<file path="config.mk">
export PLATFORM = sky130hd
export DESIGN_NAME = load_store_unit
export DESIGN_NICKNAME = d
export VERILOG_FILES = /design/src/rtl/load_store_unit.sv
export SDC_FILE = /design/constraint.sdc
export NUM_CORES = 1
export LEC_CHECK = 0
export BUFFER_PORTS_ARGS = -buffer_cell sky130_fd_sc_hd__clkbuf_2
export CAP_MARGIN = 20
export CORE_MARGIN = 8
export CORE_UTILIZATION = 38
export DETAILED_ROUTE_END_ITERATION = 10
export GPL_TIMING_DRIVEN = 0
export PLACE_DENSITY = 0.78
export SLEW_MARGIN = 10
export SYNTH_ARGS = -nofsm -noshare
export SYNTH_HDL_FRONTEND = slang
export SYNTH_SLANG_ARGS = --single-unit
</file>
<file path="constraint.sdc">
create_clock -name clk -period 2 [get_ports clk]
set_input_delay 0 -clock clk [delete_from_list [all_inputs] [get_ports clk]]
set_output_delay 0 -clock clk [all_outputs]
set_load 0.05 [all_outputs]
</file>
<file path="src/rtl/load_store_unit.sv">
// load_store_unit: byte-addressed load/store front end with sub-word read-modify-write.
// Optional feature macro: LSU_MISALIGN_TRAP_EN (misaligned accesses complete with a flag instead of being aligned).
`default_nettype none

module load_store_unit #(
  parameter int unsigned ADDR_SHIFT = 2
) (
  input  logic        clk,
  input  logic        rst,
  input  logic        req_valid_i,
  output logic        req_ready_o,
  input  logic        req_we_i,
  input  logic [1:0]  req_size_i,
  input  logic        req_unsigned_i,
  input  logic [31:0] req_addr_i,
  input  logic [31:0] req_wdata_i,
  output logic        rsp_valid_o,
  output logic [31:0] rsp_rdata_o,
  output logic        rsp_misaligned_o,
  output logic        mem_rd_en_o,
  output logic        mem_wr_en_o,
  output logic [31:0] mem_addr_o,
  output logic [31:0] mem_data_o,
  input  logic [31:0] mem_data_i,
  input  logic        mem_ack_i
);

  typedef enum logic [2:0] {
    S_IDLE    = 3'd0,
    S_LD_RD   = 3'd1,
    S_LD_CAP  = 3'd2,
    S_RMW_RD  = 3'd3,
    S_RMW_MRG = 3'd4,
    S_ST_WR   = 3'd5,
    S_RESP    = 3'd6
  } state_e;

  state_e      state_q, state_d;
  logic [31:0] addr_q, addr_d;
  logic [1:0]  size_q, size_d;
  logic        we_q, we_d;
  logic        uns_q, uns_d;
  logic        misal_q, misal_d;
  // Holds store data until the write, then the merged word; holds the load result for loads.
  logic [31:0] data_q, data_d;

  logic [1:0]  w_size;
  logic        w_misal;
  logic [31:0] w_addr;
  logic [7:0]  w_byte;
  logic [15:0] w_half;
  logic [31:0] w_load_ext;
  logic [31:0] w_merged;

  assign w_size = (req_size_i == 2'b11) ? 2'b10 : req_size_i;

`ifdef LSU_MISALIGN_TRAP_EN
  assign w_misal = ((w_size == 2'b01) && req_addr_i[0]) ||
                   ((w_size == 2'b10) && (req_addr_i[1:0] != 2'b00));
  assign w_addr  = req_addr_i;
`else
  assign w_misal = 1'b0;
  always_comb begin
    w_addr = req_addr_i;
    if (w_size == 2'b01) w_addr[0] = 1'b0;
    else if (w_size == 2'b10) w_addr[1:0] = 2'b00;
  end
`endif

  assign w_byte = mem_data_i[{addr_q[1:0], 3'b000} +: 8];
  assign w_half = addr_q[1] ? mem_data_i[31:16] : mem_data_i[15:0];

  always_comb begin
    w_load_ext = mem_data_i;
    case (size_q)
      2'b00:   w_load_ext = uns_q ? {24'd0, w_byte} : {{24{w_byte[7]}}, w_byte};
      2'b01:   w_load_ext = uns_q ? {16'd0, w_half} : {{16{w_half[15]}}, w_half};
      default: w_load_ext = mem_data_i;
    endcase
  end

  always_comb begin
    w_merged = mem_data_i;
    if (size_q == 2'b00) w_merged[{addr_q[1:0], 3'b000} +: 8] = data_q[7:0];
    else                 w_merged[{addr_q[1], 4'b0000} +: 16] = data_q[15:0];
  end

  always_comb begin
    state_d = state_q;
    addr_d  = addr_q;
    size_d  = size_q;
    we_d    = we_q;
    uns_d   = uns_q;
    misal_d = misal_q;
    data_d  = data_q;
    case (state_q)
      S_IDLE: begin
        if (req_valid_i) begin
          addr_d  = w_addr;
          size_d  = w_size;
          we_d    = req_we_i;
          uns_d   = req_unsigned_i;
          misal_d = w_misal;
          data_d  = w_misal ? 32'd0 : req_wdata_i;
          if (w_misal)              state_d = S_RESP;
          else if (!req_we_i)       state_d = S_LD_RD;
          else if (w_size == 2'b10) state_d = S_ST_WR;
          else                      state_d = S_RMW_RD;
        end
      end
      S_LD_RD:   if (mem_ack_i) state_d = S_LD_CAP;
      S_LD_CAP: begin
        data_d  = w_load_ext;
        state_d = S_RESP;
      end
      S_RMW_RD:  if (mem_ack_i) state_d = S_RMW_MRG;
      S_RMW_MRG: begin
        data_d  = w_merged;
        state_d = S_ST_WR;
      end
      S_ST_WR:   if (mem_ack_i) state_d = S_RESP;
      S_RESP:    state_d = S_IDLE;
      default:   state_d = S_IDLE;
    endcase
  end

  always_ff @(posedge clk) begin
    if (rst) begin
      state_q <= S_IDLE;
      addr_q  <= 32'd0;
      size_q  <= 2'b00;
      we_q    <= 1'b0;
      uns_q   <= 1'b0;
      misal_q <= 1'b0;
      data_q  <= 32'd0;
    end else begin
      state_q <= state_d;
      addr_q  <= addr_d;
      size_q  <= size_d;
      we_q    <= we_d;
      uns_q   <= uns_d;
      misal_q <= misal_d;
      data_q  <= data_d;
    end
  end

  // Outputs are gated by rst so everything reads 0 during a reset cycle, even mid-transaction.
  assign req_ready_o      = (state_q == S_IDLE) && !rst;
  assign mem_rd_en_o      = ((state_q == S_LD_RD) || (state_q == S_RMW_RD)) && !rst;
  assign mem_wr_en_o      = (state_q == S_ST_WR) && !rst;
  assign mem_addr_o       = (mem_rd_en_o || mem_wr_en_o) ? (addr_q >> ADDR_SHIFT) : 32'd0;
  assign mem_data_o       = mem_wr_en_o ? data_q : 32'd0;
  assign rsp_valid_o      = (state_q == S_RESP) && !rst;
  assign rsp_rdata_o      = (rsp_valid_o && !we_q) ? data_q : 32'd0;
  assign rsp_misaligned_o = rsp_valid_o && misal_q;

endmodule

`default_nettype wire

</file>
; ---- After elaboration in Yosys (flattened, before gate mapping)
; Cells that the tools add are included.
[op_classes]
addsub = 2
n_eq_ne = 14
shift = 5
n_mux = 23
n_reduce_logical = 15
[op_table]
columns = cell, n
row1 = 32-bit 2-to-1 mux, 6
row2 = 32-bit case mux with 3 select lines, 1
row3 = 32-bit bitwise mux, 2
row4 = 32-bit case mux with 2 select lines, 1
row5 = "16-bit by 7-bit variable shift with 32-bit output, first input constant", 1
row6 = "8-bit by 7-bit variable shift with 32-bit output, first input constant", 1
row7 = 16-bit by 7-bit variable part select with 32-bit output, 1
row8 = 32-bit by 6-bit variable part select with 8-bit output, 1
row9 = 8-bit by 7-bit variable part select with 32-bit output, 1
row10 = 30-bit 2-to-1 mux, 1
row11 = 3-bit 2-to-1 mux, 6
row12 = 3-bit case mux with 6 select lines, 1
row13 = 16-bit 2-to-1 mux, 1
row14 = 5-bit negation with 7-bit output, 2
row15 = "3-bit == test, second input constant", 3
row16 = "2-bit inequality test, second input constant", 4
row17 = "3-bit by 2-bit == test with 1-bit output, second input constant", 2
row18 = 1-bit logical AND, 5
row19 = "2-bit by 1-bit == test with 1-bit output, second input constant", 2
row20 = "2-bit == test, second input constant", 2
row21 = 2-bit 2-to-1 mux, 2
row22 = 2-bit AND reduction, 2
row23 = 4-bit AND reduction, 1
row24 = "3-bit by 1-bit == test with 1-bit output, second input constant", 1
row25 = other kinds (6), 9
[totals]
ff_bits = 71
in_bits = 104
out_inout_bits = 101
elab_cells = 65

; ---- Longest topological paths before layout
[logic_depth]
ltp_word = 7
mapped_depth = 9
depth_no_buf = 7

; ---- Worst setup path before layout
; Ideal clock, no wire load.
[synth_path]
path_kind = reg2reg
from = reg addr_q[0]
to = reg data_q[10]
setup_ps = 134
arrival_ps = 1976
t_required_ps = 1866
setup_slack_ps = -110
stages_incl_launch_ff = 10
n_path_buf = 2
synth_period_minus_slack_ps = 2110
path_cell_list = dfxtp_1 -> buf_2 -> inv_2 -> ha_1 -> and3b_1 -> clkbuf_1 -> a311oi_1 -> a21oi_1 -> a221oi_1 -> a211oi_1
[synth_via]
elab_chain_cells = 5
word_cells_on_any_way = 9
cone_classes = add/sub (1) / shift (3) / mux (5)
[synth_rtl]
columns = item, line_no
row1 = "start, declared", 39  ; logic [31:0] addr_q, addr_d;
row2 = "start signal, assigned", 138  ; addr_q <= addr_d;
row3 = 5-bit negation with 7-bit output, 84  ; if (size_q == 2'b00) w_merged[{addr_q[1:0], 3'b000} +: 8] = data_q[7:0];
row4 = 8-bit by 7-bit variable part select with 32-bit output or 8-bit by 7-bit variable shift with 32-bit output (tied branches), 84
row5 = 32-bit bitwise mux, 84
row6 = 32-bit 2-to-1 mux, 84
row7 = 32-bit case mux with 3 select lines (*), 96  ; case (state_q)
row8 = "end signal, assigned", 143  ; data_q <= data_d;
row9 = "end, declared", 45  ; logic [31:0] data_q, data_d;
; Every way passes the cells marked *; elsewhere a longest branch is shown, timed or not.
; A chain may end at the register's enable or synchronous reset.

; ---- Worst setup path after layout
[layout_path]
from = reg addr_q[1]
to = reg data_q[13]
[layout_via]
elab_chain_cells = 5
word_cells_on_any_way = 15
cone_classes = add/sub (2) / shift (5) / mux (8)
[layout_rtl]
columns = item, line_no
row1 = 5-bit negation with 7-bit output (on tied branches), "85, 84"
row2 = "16-bit by 7-bit variable part select with 32-bit output, or another cell as far along", 85  ; else w_merged[{addr_q[1], 4'b0000} +: 16] = data_q[15:0];
row3 = 32-bit bitwise mux (on tied branches), "85, 84"
row4 = 32-bit 2-to-1 mux, 84
row5 = 32-bit case mux with 3 select lines (*), 96
; Marked as above.

==> metrics <==
# Max-Cap Violations 0; most common cell in the synthesized netlist and2_1; max incr delay on CP roughly 370 ps; die span in x between 100 and 150 microns; Leak Pwr between 3 and 4 nW; FMAX about 470 MHz; area of the multi-input gates 3840 sq um; crit path max fanout 7; Clock power frac 27.9%; Synth top area share between 20% and 30%; Pint 3.599 mW; nets approximately 1100; Synth Area in Compound Gates 28.28%; Crit. End Element flip-flop; Worst-path clk slew 60 ps; pwr dens around 750 nW/um^2; # IOs 205; Port Buf Inserts approximately 200; DR vias between 6000 and 7000; CP Cell Sequence buf_8, clkinv_8, ha_4, and3b_2, a311oi_2, a21oi_1, a221oi_1, a211oi_1; post-synthesis cell type count 62; DP Worst Slack -397.7 ps; Initial Utilization approximately two fifths; DRT Pass-1 Iters 6; Worst EP arrival roughly 2300 ps; share of layout cells above drive strength 1 33.63%; DR DRC count 0; GR Overflow Total 0; Synth Area in XOR/XNOR 0%; ANT cells 0; Fin Clk Skew between 5 and 6 ps; Final WS setup -105.9 ps; largest cells by area after synthesis dfxtp_1 (26%), and2_1 (11%), a21oi_1 (8.4%); switch share ~41%; outcome complete, but fails checks; GRT Total Usage 24.99%; Post-DP HPWL about 18000 microns; top cells by count, synth and2_1 (95), a21oi_1 (92), nand2_1 (91); Crit Path Class reg2reg; Rel. slew slack between 40% and 50%; adder-cell share of the synthesized area 1.144%; Post-Synth Simple-Gate Area between 30% and 40%; Synth Flop Type dfxtp_1; Synth Instances around 740; latest clock arrival within the worst-skew pair around 350 ps; flops & latches, synth 71; final hold vios 0; deepest clock path buffer count 2; vias in the first global route between 6000 and 7000; Critical Path Slowest Stage Cell dfxtp_4; # H-tree levels 3; Buf/Inv on CP 2; Comb pwr share 39.9%; Die H roughly 140 microns; synthesis warning total 0; Core Box Area ~14000 sq um; DR WL/cell 20.25 microns; sequential-to-total area share from yosys stat 25.99%; largest net degree at the start of global routing 15; routability cong. 1.006; unrepaired setup endpoints after global routing true; Via-to-Cell Ratio 5.785; Core Util, Final a little under three fifths; Clock Sink Count just over 70; antenna violations before repair 0; post-route minimum period about 2100 ps; ys async rst share 0%; Synth-to-Final Area Change 48.34%; part of the power in registers between 30% and 40%; synthesized cell area 5469 sq um; main combinational cell family by area after synthesis simple AND/OR/NAND/NOR gates; CTS tree built; row cnt between 40 and 50; Max VDD drop about 0.76 mV; worst slew pin tran between 800 and 900 ps; first-pass GRT wire length 36010 microns; Tcrit/Tclk final 105.3%; Final Max Tran Viols 0; Psw between 2 and 2.5 mW; Critical Path RT roughly 2200 ps; worst hold-check path type in2reg; startpoint types flip-flop; multiplexer share of the synthesized area under 10%; Fill cells around 1300; area leader, netlist dfxtp_1; DIE AREA between 15000 and 20000 sq um; Post-synth EDFFs 0; Routed WL 24380 microns; endpoints failing setup 5; area occupied by registers around 1400 sq um; Power, Total 6.056 mW; Detailed Route Iter0 Violations about 840; Largest delay share family, worst path compound AO/OA/AOI/OAI gates; mean area per synthesized cell 7.351 sq um; failing checks setup timing; CTS buffer count 9; clock root cell clkbuf_16; Final ANT Viol Nets 0
## cells in the final DEF, fill, tap and decap left out, types with 5 or more instances in the layout
cell / netlist / layout
clkbuf_2: 0 / 176
and2_1: 95 / 95
nand2_1: 91 / 91
a21oi_1: 92 / 89
dfxtp_1: 71 / 66
nor2_1: 59 / 54
dlygate4sd3_1: 0 / 39
buf_2: 25 / 25
nand2b_1: 26 / 24
buf_4: 5 / 23
inv_1: 21 / 21
clkbuf_8: 0 / 21
a311oi_1: 24 / 20
mux2i_1: 21 / 19
o21ai_0: 20 / 18
clkbuf_1: 33 / 17
a22o_1: 15 / 15
nor2b_1: 14 / 13
nand3_1: 13 / 11
a221oi_1: 13 / 11
clkbuf_4: 0 / 10
a311o_1: 9 / 9
clkbuf_16: 0 / 9
o211ai_1: 8 / 8
buf_6: 3 / 7
nor3_1: 8 / 7
o22ai_1: 6 / 6
a211oi_1: 6 / 6
buf_8: 0 / 5
## timing repair
item,CTS,global route
cloned,0,0
pin swaps,8,23
gates resized for setup,103,56
buffers inserted,3,16
endpoints found under the setup margin,119,147
hold buffers,39,0
endpoints found under the hold margin,38,0
## sequential cells by signal, indices dropped and copies added (netlist names)
name and cells:
addr_q 32, data_q 32, size_q 2, state_q 3, uns_q 1, we_q 1
## metrics by stage
stage	instances	area [sq um]	setup TNS [ps]	hold slack, ps
after floorplan	746	5492	0	136.0
after global placement	1131	6728	-12830	223.1
after detailed placement	1131	6728	-14220	228.5
after CTS	1188	7814	0	5.278
after global routing	1204	8113	-725.9	13.15
final	1204	8113	-174.5	9.637
## worst paths after layout
check	start	to	slack, ps	cells after the start
worst min register to register	addr_q[19]$_SDFFE_PP0P_	addr_q[19]$_SDFFE_PP0P_	450	2
worst max register to register	addr_q[1]$_SDFFE_PP0P_	data_q[13]$_SDFFE_PP0P_	-110	8
worst max-delay path	addr_q[1]$_SDFFE_PP0P_	data_q[13]$_SDFFE_PP0P_	-110	8
worst min-delay path	req_wdata_i[21]	data_q[21]$_SDFFE_PP0P_	10	3
## cell families (layout without fill, tap and decap cells)
group	count (synthesis)	in the layout
adders and majority gates	5	5
DFF	71	71
muxes	26	26
AOI/OAI and AO/OA	219	219
buffers and inverters	91	365
other	1	3
and+or+nand+nor	331	331
## cell type report
cell class,instances,share of cell area (%)
sequential,71,17.72
inverter,24,1.326
clock inverter,7,1.002
tap,184,2.838
timing repair buffer,259,21.87
buffer,66,5.136
clock buffer,9,2.776
multi-input combinational,584,47.33
## power groups by stage
| stage | combinational, mW | sequential (mW) | clock [mW] |
|---|---|---|---|
| final | 2.41 | 1.95 | 1.69 |
| after global routing | 2.59 | 1.97 | 1.77 |
| after CTS | 2.22 | 1.92 | 1.71 |
| after detailed placement | 2.09 | 1.95 | 0 |
| after global placement | 2.07 | 1.94 | 0 |
| after floorplan | 1.50 | 1.83 | 0 |
## layer usage
layer | global-route usage [%] | vias to the layer above | part of all wire [%]
met5 | 0 | - | 0
met4 | 11.90 | 0 | 4.9
met3 | 8.795 | 102 | 14
met2 | 41.66 | 497 | 45
met1 | 27.95 | 3200 | 36
li1 | - | 3166 | -
## worst register-to-register path: stages (launching register included)
cell      delay (ps)
dfxtp_4          370
buf_8            130
clkinv_8          80
ha_4             260
and3b_2          300
a311oi_2         290
a21oi_1           80
a221oi_1         310
a211oi_1         130
(Power assumes the default switching activity.)
